$ cat src/rtl/calc_ctrl.sv
// calc_ctrl: keypad-driven four-function decimal calculator controller.
//
// Ports:
//   clk        - clock, all state changes on the rising edge
//   rst        - asynchronous active-high reset
//   key_valid  - one-cycle strobe qualifying key_code
//   key_code   - 0-9 digit, A '+', B '-', C '*', D '/', E clear, F enter
//   disp_value - registered magnitude of the shown number (0..9999)
//   disp_neg   - registered sign of the shown number
//   err        - high while in the ERROR state
//   busy       - high while a division is running
//
// Configuration macro: CALC_DIV_EN enables the 14-cycle restoring divider,
// the DIVIDE state and the '/' key. Without it, '/' is ignored everywhere
// and busy is tied low.
module calc_ctrl #(
  parameter int unsigned MAX_DIGITS = 4
) (
  input  logic        clk,
  input  logic        rst,
  input  logic        key_valid,
  input  logic [3:0]  key_code,
  output logic [13:0] disp_value,
  output logic        disp_neg,
  output logic        err,
  output logic        busy
);

  typedef enum logic [2:0] {
    ENTER_A, OP_WAIT, ENTER_B, DIVIDE, RESULT, ERROR
  } state_t;

  typedef enum logic [1:0] {
    OP_ADD, OP_SUB, OP_MUL, OP_DIV
  } op_t;

  localparam logic [2:0]  MAXD  = 3'(MAX_DIGITS);
  localparam logic [13:0] LIMIT = 14'd9999;

  state_t      state;
  op_t         op;
  op_t         key_op;
  logic [13:0] a, b;
  logic [2:0]  cnt_a, cnt_b;

  logic        is_digit, is_op, is_clr, is_ent;
  logic [13:0] a_acc, b_acc;
  logic [14:0] sum;
  logic [27:0] prod;

  // Key decode; everything is qualified by key_valid.
  always_comb begin
    is_digit = key_valid && (key_code <= 4'd9);
`ifdef CALC_DIV_EN
    is_op    = key_valid && (key_code >= 4'hA) && (key_code <= 4'hD);
`else
    is_op    = key_valid && (key_code >= 4'hA) && (key_code <= 4'hC);
`endif
    is_clr   = key_valid && (key_code == 4'hE);
    is_ent   = key_valid && (key_code == 4'hF);
    case (key_code)
      4'hA:    key_op = OP_ADD;
      4'hB:    key_op = OP_SUB;
      4'hC:    key_op = OP_MUL;
      default: key_op = OP_DIV;
    endcase
  end

  // Datapath helpers for digit accumulation and the arithmetic results.
  always_comb begin
    a_acc = 14'(a * 14'd10) + {10'd0, key_code};
    b_acc = 14'(b * 14'd10) + {10'd0, key_code};
    sum   = {1'b0, a} + {1'b0, b};
    prod  = 28'(a) * 28'(b);
  end

`ifdef CALC_DIV_EN
  logic [13:0] div_rem, div_quo;
  logic [3:0]  div_iter;
  logic [14:0] div_shift;
  logic [13:0] div_rem_nx, div_quo_nx;

  // One restoring step: shift the next dividend bit into the remainder,
  // subtract the divisor when it fits and record the quotient bit.
  always_comb begin
    div_shift = {div_rem, div_quo[13]};
    if (div_shift >= {1'b0, b}) begin
      div_rem_nx = 14'(div_shift - {1'b0, b});
      div_quo_nx = {div_quo[12:0], 1'b1};
    end else begin
      div_rem_nx = div_shift[13:0];
      div_quo_nx = {div_quo[12:0], 1'b0};
    end
  end
`else
  assign busy = 1'b0;
`endif

  always_ff @(posedge clk or posedge rst) begin
    if (rst) begin
      state      <= ENTER_A;
      op         <= OP_ADD;
      a          <= '0;
      b          <= '0;
      cnt_a      <= '0;
      cnt_b      <= '0;
      disp_value <= '0;
      disp_neg   <= 1'b0;
      err        <= 1'b0;
`ifdef CALC_DIV_EN
      busy       <= 1'b0;
      div_rem    <= '0;
      div_quo    <= '0;
      div_iter   <= '0;
`endif
    end else if (is_clr && state != DIVIDE) begin
      state      <= ENTER_A;
      op         <= OP_ADD;
      a          <= '0;
      b          <= '0;
      cnt_a      <= '0;
      cnt_b      <= '0;
      disp_value <= '0;
      disp_neg   <= 1'b0;
      err        <= 1'b0;
    end else begin
      case (state)
        ENTER_A: begin
          if (is_digit) begin
            if (cnt_a < MAXD) begin
              a          <= a_acc;
              cnt_a      <= cnt_a + 3'd1;
              disp_value <= a_acc;
            end
          end else if (is_op) begin
            op    <= key_op;
            state <= OP_WAIT;
          end
        end

        OP_WAIT: begin
          if (is_op) begin
            op <= key_op;
          end else if (is_digit) begin
            b          <= {10'd0, key_code};
            cnt_b      <= 3'd1;
            disp_value <= {10'd0, key_code};
            state      <= ENTER_B;
          end
        end

        ENTER_B: begin
          if (is_digit) begin
            if (cnt_b < MAXD) begin
              b          <= b_acc;
              cnt_b      <= cnt_b + 3'd1;
              disp_value <= b_acc;
            end
          end else if (is_ent) begin
            case (op)
              OP_ADD: begin
                if (sum > {1'b0, LIMIT}) begin
                  state      <= ERROR;
                  err        <= 1'b1;
                  disp_value <= '0;
                  disp_neg   <= 1'b0;
                end else begin
                  state      <= RESULT;
                  disp_value <= sum[13:0];
                  disp_neg   <= 1'b0;
                end
              end
              OP_SUB: begin
                state <= RESULT;
                if (a >= b) begin
                  disp_value <= a - b;
                  disp_neg   <= 1'b0;
                end else begin
                  disp_value <= b - a;
                  disp_neg   <= 1'b1;
                end
              end
              OP_MUL: begin
                if (prod > 28'(LIMIT)) begin
                  state      <= ERROR;
                  err        <= 1'b1;
                  disp_value <= '0;
                  disp_neg   <= 1'b0;
                end else begin
                  state      <= RESULT;
                  disp_value <= prod[13:0];
                  disp_neg   <= 1'b0;
                end
              end
              default: begin
`ifdef CALC_DIV_EN
                if (b == '0) begin
                  state      <= ERROR;
                  err        <= 1'b1;
                  disp_value <= '0;
                  disp_neg   <= 1'b0;
                end else begin
                  state      <= DIVIDE;
                  busy       <= 1'b1;
                  disp_value <= '0;
                  disp_neg   <= 1'b0;
                  div_rem    <= '0;
                  div_quo    <= a;
                  div_iter   <= '0;
                end
`endif
              end
            endcase
          end
        end

`ifdef CALC_DIV_EN
        // Keys, including clear, are ignored here; the 14th step lands
        // the quotient directly in the display register.
        DIVIDE: begin
          div_rem  <= div_rem_nx;
          div_quo  <= div_quo_nx;
          div_iter <= div_iter + 4'd1;
          if (div_iter == 4'd13) begin
            state      <= RESULT;
            busy       <= 1'b0;
            disp_value <= div_quo_nx;
            disp_neg   <= 1'b0;
          end
        end
`endif

        RESULT: begin
          if (is_digit) begin
            a          <= {10'd0, key_code};
            cnt_a      <= 3'd1;
            disp_value <= {10'd0, key_code};
            disp_neg   <= 1'b0;
            state      <= ENTER_A;
          end else if (is_op && !disp_neg) begin
            // Chain: the shown result becomes A, already "full" of digits.
            a     <= disp_value;
            cnt_a <= MAXD;
            op    <= key_op;
            state <= OP_WAIT;
          end
        end

        ERROR: begin
        end

        default: begin
          state <= ENTER_A;
        end
      endcase
    end
  end

endmodule
$ cat config.mk
export PLATFORM = sky130hd
export DESIGN_NAME = calc_ctrl
export DESIGN_NICKNAME = d
export VERILOG_FILES = /design/src/rtl/calc_ctrl.sv
export SDC_FILE = /design/constraint.sdc
export NUM_CORES = 1
export LEC_CHECK = 0
export CORE_AREA = 2 2 183 185
export DETAILED_ROUTE_END_ITERATION = 16
export DIE_AREA = 0 0 185 187
export DONT_BUFFER_PORTS = 1
export PLACE_DENSITY_LB_ADDON = 0.2
export SLEW_MARGIN = 20
export SYNTH_ARGS = -nofsm -noshare
export SYNTH_HDL_FRONTEND = slang
export SYNTH_SLANG_ARGS = --single-unit
$ cat constraint.sdc
create_clock -name clk -period 14.25 [get_ports clk]
set_clock_uncertainty 0.05 [all_clocks]
set_input_delay 1.425 -clock clk [delete_from_list [all_inputs] [get_ports clk]]
set_output_delay 1.425 -clock clk [all_outputs]
set_load 0.01 [all_outputs]
==> out/qor.csv <==
metric;value;unit
drt-initial-drc-count;1320;
grt_pass1_vias;13580;
worstSetupPathDepth;22;
fin_nets;2097;
timing.fmax;122.8;MHz
critPathLaunchType;register;
fp.dieW;185;microns
setup_viol;0;
root_buffer;clkbuf_16;
layout.cells.non_filler;2209;
drt-vias-per-instance;6.223;
cts_buffer_depth;2;
final_max_slew_viol_count;0;
hp-class;reg2reg;
num_rows;67;
synth_ff_type;dfrtp_1;
period_share;0.5717;
fp.dieArea;34600;sq um
async_reset_ff_frac;1.000;
drv_cap;0;
cts_made_buffers;5;
layout_setup_ws;6.104;ns
post-route-min-period;8.146;ns
coreArea;32860;sq um
nFillCells;3401;
grt_usage;0.3014;
yosys-top-cells-count;inv_1, nor2_1, nand2_1;
grt_pass1_wl;79.94;mm
path_cells;clkinv_1, nor2_1, fa_1, ha_1, fa_1, inv_1, fa_1, inv_1, fa_1, inv_1, fa_1, inv_1, ha_1, o21ai_1, or2_2, a31oi_2, nand4_1, nand3_1, nand4b_1, nor4_4, nand4b_1, a21oi_1;
rsz0062_at_grt;false;
yosysTopAreaCell;fa_1;
num_io_pins;24;
place_inst;2201;
hpwl;41.37;mm
worst_pin_slew;1.119;ns
grt_antenna_before_repair;0;
synth_warnings;0;
yosysMostFrequentCell;inv_1;
postRouteAntennaNets;0;
path_class;reg2reg;
synth_edf_count;0;
crit_family;adder cells;
overflow;0;
crit_required;14.43;ns
synth_area_leaders;fa_1, ha_1, dfrtp_1;
synthCells;1813;
netlist_area;14430;sq um
drc;0;
cpPeakStageDelay;0.90;ns
clock_latency;0.31;ns
post_cts_buffers;0;
vias;13750;
numPortBuffers;0;
synth_top_area_frac;0.2053;
syn_to_final_growth;3.650;%
clock_sinks;55;
finalWirelength;51.39;mm
cts.reportedPaths.clkPinSlew;0.07;ns
wl_per_cell;23.26;microns
die_y;187;microns
diodes;0;
hold_violations;0;
tns;0;ns
syn_nets;2150;
avgSynthCellArea;7.960;sq um
crit_slowest_cell;nor4_4;
dp_slack;6.266;ns
cpMostUsedCell;fa_1;
drive_above_1_share;0.04145;
grt_max_degree;56;
whs_path_depth;2;
seq_area_frac_synth;0.09537;
gp_congestion;1.013;
cp.arrival;8.33;ns
status;complete, no violations;
htreeDepth;2;
cts_tree;done;
ys_ff_latch;55;
initial_core_util;0.4392;
ys_types;95;
slew_headroom;0.2423;
dr.pass1.iters;5;
post_cts_resized;0;
r2r_cells;22;
path_max_fanout;16;
path_buf_inv;5;
endpoint_kind;register;
hold_buffers;0;
[cell usage in the layout (no fill, tap or decap), types with 7 or more instances in the layout]
| master | Yosys | layout |
|---|---|---|
| buf_4 | 6 | 17 |
| o211a_1 | 7 | 7 |
| a211o_1 | 7 | 7 |
| nand2_1 | 195 | 195 |
| inv_1 | 214 | 213 |
| o21ai_1 | 8 | 7 |
| nor2_1 | 196 | 196 |
| o31a_1 | 7 | 7 |
| o21a_1 | 19 | 19 |
| a211oi_1 | 31 | 31 |
| fa_1 | 148 | 148 |
| nor2b_1 | 13 | 13 |
| ha_1 | 182 | 182 |
| mux2i_1 | 13 | 13 |
| nor3b_1 | 10 | 9 |
| and3_1 | 11 | 11 |
| or2_2 | 9 | 9 |
| a21o_1 | 27 | 27 |
| a2111oi_0 | 7 | 7 |
| o221ai_1 | 9 | 9 |
| and2_1 | 13 | 13 |
| dfrtp_1 | 55 | 55 |
| xnor2_1 | 30 | 30 |
| a22o_1 | 10 | 10 |
| o31ai_1 | 19 | 19 |
| a31oi_1 | 21 | 21 |
| o211ai_1 | 13 | 13 |
| nand3_1 | 28 | 28 |
| xor2_1 | 22 | 22 |
| nor3_1 | 34 | 34 |
| a21oi_1 | 104 | 104 |
| or3_1 | 8 | 8 |
| nand2b_1 | 17 | 17 |
| o21ai_0 | 75 | 75 |
| and4_1 | 7 | 7 |
| a221oi_1 | 10 | 10 |
| nand4_1 | 23 | 23 |
| nor4_1 | 8 | 8 |
| clkinv_1 | 10 | 10 |
[kinds of logic (layout without fill, tap and decap cells)]
family	after synthesis	count (layout)	share of synthesized area
adder cells (fa/ha/maj)	330	330	0.3631
AND/OR/NAND/NOR	600	600	0.1946
AO/OA/AOI/OAI	453	453	0.2197
other	1	1	0.0002599
flip-flops	55	55	0.09537
XOR/XNOR	53	53	0.03312
multiplexers	17	17	0.01214
buffers and inverters	304	252	0.08176
[final cells by class]
type / instances / area, sq um / share of cell area
tap: 448 / 560.5 / 0.03747
clock buffer: 7 / 132.6 / 0.008867
sequential: 55 / 1376 / 0.09201
multi-input combinational: 1454 / 11900 / 0.7958
inverter: 227 / 852.1 / 0.05696
clock inverter: 1 / 5.005 / 0.0003346
timing repair buffer: 17 / 127.6 / 0.008532
[state kept, by name, summed over array words and instances (netlist names)]
signal,flops
a,14
b,14
cnt_a,3
cnt_b,3
disp_neg,1
disp_value,14
err,1
op,2
state,3
[worst reg2reg max path, stage by stage (launching register included)]
cell and delay [ns]:
dfrtp_1 0.89, clkinv_1 0.64, nor2_1 0.30, fa_1 0.44
ha_1 0.23, fa_1 0.54, inv_1 0.05, fa_1 0.47
inv_1 0.05, fa_1 0.53, inv_1 0.06, fa_1 0.53
inv_1 0.04, ha_1 0.41, o21ai_1 0.14, or2_2 0.31
a31oi_2 0.33, nand4_1 0.19, nand3_1 0.12, nand4b_1 0.15
nor4_4 0.90, nand4b_1 0.42, a21oi_1 0.26
[per-stage QoR]
step                cell area [sq um]    util  hold slack, ns
floorplan                       14430       -          0.4038
global placement                14810  0.4508          0.4174
detailed placement              14810  0.4508          0.4340
CTS                             14950  0.4550          0.4507
global route                    14960  0.4552          0.4936
finish                          14960  0.4552          0.4450
[layer usage]
layer / track usage / wire, microns / up-vias
li1: - / - / 6183
met1: 0.4145 / 21420 / 6814
met2: 0.4669 / 23220 / 634
met3: 0.05763 / 4489 / 116
met4: 0.1181 / 2264 / 0
met5: 0 / 0 / -
[worst paths after layout]
path	end	startpoint	slack [ns]
min in group asynchronous	disp_value[1]$_DFFE_PP0P_	rst	1.15
max in group asynchronous	b[11]$_DFFE_PP0P_	rst	12.50
worst min-delay path	cnt_b[1]$_DFFE_PP0P_	cnt_b[1]$_DFFE_PP0P_	0.45
worst min register to register	cnt_b[1]$_DFFE_PP0P_	cnt_b[1]$_DFFE_PP0P_	0.45
worst max-delay path	disp_value[9]$_DFFE_PP0P_	a[1]$_DFFE_PP0P_	6.10
worst max register to register	disp_value[9]$_DFFE_PP0P_	a[1]$_DFFE_PP0P_	6.10
Power is not shown: default switching activity piles up to over one toggle a cycle in this logic, so the estimate is an artifact.
